--- src/rtl/load_store_unit.sv ---
// RV32I load/store unit: aligns and extends loads, lane-replicates stores,
// flags misaligned or undefined accesses, and runs one access at a time.
module load_store_unit #(
  parameter int unsigned MEM_LATENCY = 1
) (
  input  logic        clk,
  input  logic        reset,
  input  logic        req_valid,
  output logic        req_ready,
  input  logic        req_we,
  input  logic [2:0]  req_funct3,
  input  logic [31:0] req_addr,
  input  logic [31:0] req_wdata,
  output logic        rsp_valid,
  output logic [31:0] rsp_rdata,
  output logic        rsp_misaligned,
  output logic        mem_en,
  output logic        mem_we,
  output logic [31:0] mem_addr,
  output logic [31:0] mem_wdata,
  output logic [3:0]  mem_wstrb,
  input  logic [31:0] mem_rdata
);

  typedef enum logic [1:0] {IDLE, ACCESS, WAIT, RESPOND} state_t;

  localparam logic [3:0] CNT_INIT = 4'(MEM_LATENCY - 1);

  state_t      state_q, state_d;
  logic        lat_we;
  logic [2:0]  lat_funct3;
  logic [31:0] lat_addr;
  logic [31:0] lat_wdata;
  logic [3:0]  cnt_q;
  logic [31:0] rdata_q;
  logic        mis_q;

  logic        accept;
  logic        fault;
  logic [7:0]  sel_byte;
  logic [15:0] sel_half;
  logic [31:0] load_ext;
  logic [31:0] store_data;
  logic [3:0]  store_strb;

  assign req_ready = (state_q == IDLE) && !reset;
  assign accept    = req_valid && req_ready;

  // Fault check is on the incoming request so a bad access never reaches memory.
  always_comb begin
    fault = 1'b0;
    if (req_we)
      fault = (req_funct3 > 3'b010);
    else
      fault = (req_funct3 == 3'b011) || (req_funct3 == 3'b110) || (req_funct3 == 3'b111);
    if ((req_funct3[1:0] == 2'b01) && req_addr[0])
      fault = 1'b1;
    if ((req_funct3[1:0] == 2'b10) && (req_addr[1:0] != 2'b00))
      fault = 1'b1;
  end

  always_comb begin
    state_d = state_q;
    case (state_q)
      IDLE:    if (accept) state_d = fault ? RESPOND : ACCESS;
      ACCESS:  state_d = lat_we ? RESPOND : WAIT;
      WAIT:    if (cnt_q == '0) state_d = RESPOND;
      RESPOND: state_d = IDLE;
      default: state_d = IDLE;
    endcase
  end

  always_comb begin
    sel_byte = mem_rdata[7:0];
    case (lat_addr[1:0])
      2'b00:   sel_byte = mem_rdata[7:0];
      2'b01:   sel_byte = mem_rdata[15:8];
      2'b10:   sel_byte = mem_rdata[23:16];
      default: sel_byte = mem_rdata[31:24];
    endcase
    sel_half = lat_addr[1] ? mem_rdata[31:16] : mem_rdata[15:0];
    case (lat_funct3)
      3'b000:  load_ext = {{24{sel_byte[7]}}, sel_byte};
      3'b100:  load_ext = {24'h0, sel_byte};
      3'b001:  load_ext = {{16{sel_half[15]}}, sel_half};
      3'b101:  load_ext = {16'h0, sel_half};
      default: load_ext = mem_rdata;
    endcase
  end

  always_comb begin
    case (lat_funct3[1:0])
      2'b00: begin
        store_data = {4{lat_wdata[7:0]}};
        store_strb = 4'b0001 << lat_addr[1:0];
      end
      2'b01: begin
        store_data = {2{lat_wdata[15:0]}};
        store_strb = lat_addr[1] ? 4'b1100 : 4'b0011;
      end
      default: begin
        store_data = lat_wdata;
        store_strb = 4'b1111;
      end
    endcase
  end

  // Memory side is quiet (all zero) outside the single ACCESS cycle.
  assign mem_en         = (state_q == ACCESS);
  assign mem_we         = mem_en && lat_we;
  assign mem_addr       = mem_en ? {lat_addr[31:2], 2'b00} : 32'h0;
  assign mem_wdata      = mem_we ? store_data : 32'h0;
  assign mem_wstrb      = mem_we ? store_strb : 4'h0;
  assign rsp_valid      = (state_q == RESPOND);
  assign rsp_rdata      = rdata_q;
  assign rsp_misaligned = mis_q;

  always_ff @(posedge clk) begin
    if (reset) begin
      state_q    <= IDLE;
      cnt_q      <= '0;
      lat_we     <= 1'b0;
      lat_funct3 <= '0;
      lat_addr   <= '0;
      lat_wdata  <= '0;
      rdata_q    <= '0;
      mis_q      <= 1'b0;
    end else begin
      state_q <= state_d;
      case (state_q)
        IDLE: begin
          if (accept) begin
            lat_we     <= req_we;
            lat_funct3 <= req_funct3;
            lat_addr   <= req_addr;
            lat_wdata  <= req_wdata;
            if (fault) begin
              rdata_q <= '0;
              mis_q   <= 1'b1;
            end
          end
        end
        ACCESS: begin
          cnt_q <= CNT_INIT;
          if (lat_we) begin
            rdata_q <= '0;
            mis_q   <= 1'b0;
          end
        end
        WAIT: begin
          if (cnt_q == '0) begin
            rdata_q <= load_ext;
            mis_q   <= 1'b0;
          end else begin
            cnt_q <= cnt_q - 4'd1;
          end
        end
        default: ;
      endcase
    end
  end

endmodule

--- config.mk ---
export PLATFORM = sky130hd
export DESIGN_NAME = load_store_unit
export DESIGN_NICKNAME = d
export VERILOG_FILES = /design/src/rtl/load_store_unit.sv
export SDC_FILE = /design/constraint.sdc
export NUM_CORES = 1
export LEC_CHECK = 0
export CORE_MARGIN = 8
export CORE_UTILIZATION = 45
export DETAILED_ROUTE_END_ITERATION = 7
export PLACE_DENSITY = 0.8
export SLEW_MARGIN = 20
export SYNTH_ARGS = -nofsm -noshare
export SYNTH_HDL_FRONTEND = slang
export SYNTH_SLANG_ARGS = --single-unit
--- constraint.sdc ---
create_clock -name clk -period 2.24 [get_ports clk]
set_clock_uncertainty 0.15 [all_clocks]
set_input_delay 0.224 -clock clk [delete_from_list [all_inputs] [get_ports clk]]
set_output_delay 0.224 -clock clk [all_outputs]
set_load 0.05 [all_outputs]
==> results.toml <==
[run_status]
status = "completed"

[final_layout]
final_common_cell = "nand2_1"
post-route-util_pct = 72.0
post-route-cell-area_sq_um = 9090
final_nets = 1017
layout_common_cells = "nand2_1, clkdlybuf4s50_1, dfxtp_1"
syn2layout_area_growth_pct = 56.8
layout-drive-gt1-share_pct = 16.4

[detailed_routing]
first_pass_iters = 5
drc = 0
drt_iter0_drc = 547
viasPerCell = 5.28
wl_microns = 19100
wl_per_cell_microns = 17.6
ant_nets = 0
vias = 5743

[yosys]
synth_edf_count = 0
ys_types = 46
netlist_area_sq_um = 5790
postSynth.asyncResetShare_pct = 0
ys_seq_elements = 107
avgSynthCellArea_sq_um = 7.97
yosysWarnings = 0
yosysSeqAreaShare_pct = 37.0
netlist_instances = 727
synth_flop_cell = "dfxtp_1"

[power_and_ir_drop]
power_density_nw_per_um2 = 865
ir_worst_vdd_uv = 457
leakagePower_nw = 3.75

[worst_setup_path]
path_class = "register to primary output"
cp_data_arrival_time_ps = 1830
cpMaxStageDelayCell = "dfxtp_1"
max_stage_delay_ps = 330
crit_path_start_kind = "register"
path_cells = "inv_1 -> ha_2 -> nand2_1 -> buf_4 -> a21oi_1 -> buf_12"
crit_path_max_fanout = 15
cp-end-kind = "primary output"
cp_data_required_time_ps = 1870

[placed_design]
hpwlAfterDp_microns = 14200
dpl_cell_area_sq_um = 8730
dp_slack_ps = 77.6
gp_congestion = 0.931
io_buffers = 205

[cts]
htree_levels = 3
postCtsSetupRepairBufs = 0
cts_resized = 0
clockBufferDepth = 2
clkSlewWorstSetupHoldPaths_ps = 70
clk_latency_ps = 340
tritoncts = "yes"
cts_root_buffer = "clkbuf_16"
holdBufCountCts = 0
numCtsBuffers = 9
clock_sinks = 107

[sta]
final_max_slew_viol_count = 0
max_freq_ghz = 0.453
min_period_ps = 2210
tightest_slew_ps = 697
setup-tns-final_ps = 0
finalCritPeriodShare_pct = 98.5
fin_ws_ps = 33.5
setup_viol = 0
hold_violations = 0
whs_ps = 259
slew_headroom_pct = 53.5
grt_setup_unrepaired = "yes"

[grt]
grt_max_degree = 60
track_usage_pct = 22.6
grt_pass1_wl_microns = 30100
grt_pass1_vias = 5701
overflow = 0
antenna_found_initial = 1

[flow_run]
max_cap_viol_count = 0

[die]
dieArea_sq_um = 16800
die_x_microns = 129
pin_count = 208
row_count = 41
die_h_microns = 129
core_area_sq_um = 12600
start_util_pct = 45.9

[hold_path]
min_path_type = "input pin to register"
## worst max-delay path, delay by kind of cell (launching register included)
family | cells | cell delay [ps]
and+or+nand+nor | 1 | 130
buffers and inverters | 3 | 580
AOI/OAI and AO/OA | 1 | 240
DFF | 1 | 330
adders and majority gates | 1 | 210
## routing by layer
| metal | vias up | track usage (%) | routed length (microns) |
|---|---|---|---|
| met5 | - | 0 | 0 |
| met4 | 0 | 9.77 | 484 |
| met3 | 35 | 5.92 | 1490 |
| met2 | 232 | 37.4 | 9080 |
| met1 | 2672 | 27.1 | 8030 |
| li1 | 2804 | - | - |
## report_power, final
| group | switching (W) | internal [W] | total (W) |
|---|---|---|---|
| combinational | 0.00210 | 0.00148 | 0.00358 |
| clock | 0.000699 | 0.00104 | 0.00174 |
| sequential | 0.000257 | 0.00228 | 0.00253 |
## Yosys cell counts (all sizes together) (8+ instances only)
cell | number | area [sq um]
and2 | 30 | 188
inv | 12 | 45.0
dfxtp | 107 | 2140
mux2i | 57 | 574
clkbuf | 34 | 128
a21o | 19 | 143
nand2 | 178 | 668
o21ai | 15 | 75.1
a21oi | 28 | 140
nand2b | 39 | 244
o221ai | 8 | 70.1
and3 | 9 | 56.3
buf | 27 | 168
nor2 | 33 | 124
nand3b | 70 | 526
## metrics by stage
step / power [W] / std cells
5_1_grt: 0.00829 / 1087
3_3_place_gp: 0.00609 / 1070
2_1_floorplan: 0.00497 / 728
3_5_place_dp: 0.00615 / 1070
4_1_cts: 0.00789 / 1086
6_report: 0.00786 / 1087
## path summary, 6_finish.rpt
check | to | slack [ps] | cells after the start | start
max reg2reg | rsp_rdata[31] | 210 | 7 | state_q[0]
min | lat_wdata[0] | 260 | 3 | req_wdata[0]
max | mem_wdata[14] | 30 | 6 | state_q[1]
min reg2reg | lat_addr[29] | 320 | 2 | lat_addr[29]
## sequential cells by signal, summed over array words and instances (netlist names)
register / count
lat_addr: 32
lat_wdata: 32
rsp_rdata: 32
cnt_q: 4
lat_funct3: 3
state_q: 2
lat_we: 1
rsp_misaligned: 1
## cell families after synthesis
group | count (synthesis) | synth area share [%]
fa+ha+maj | 5 | 1.08
simple gates | 384 | 34.0
buf+inv | 73 | 5.87
flops | 107 | 37.0
mux | 60 | 10.8
compound gates | 97 | 11.3
other cells | 1 | 0.0647
## area by class of cell
cell class / count / area, sq um
Tap cell: 172 / 215
Multi-Input combinational cell: 548 / 3400
Clock buffer: 12 / 256
Antenna cell: 1 / 2.50
Fill cell: 1012 / 3530
Clock inverter: 4 / 72.6
Inverter: 12 / 45.0
Timing Repair Buffer: 231 / 2960
Sequential cell: 107 / 2140
Power figures use the tool's default switching activity.
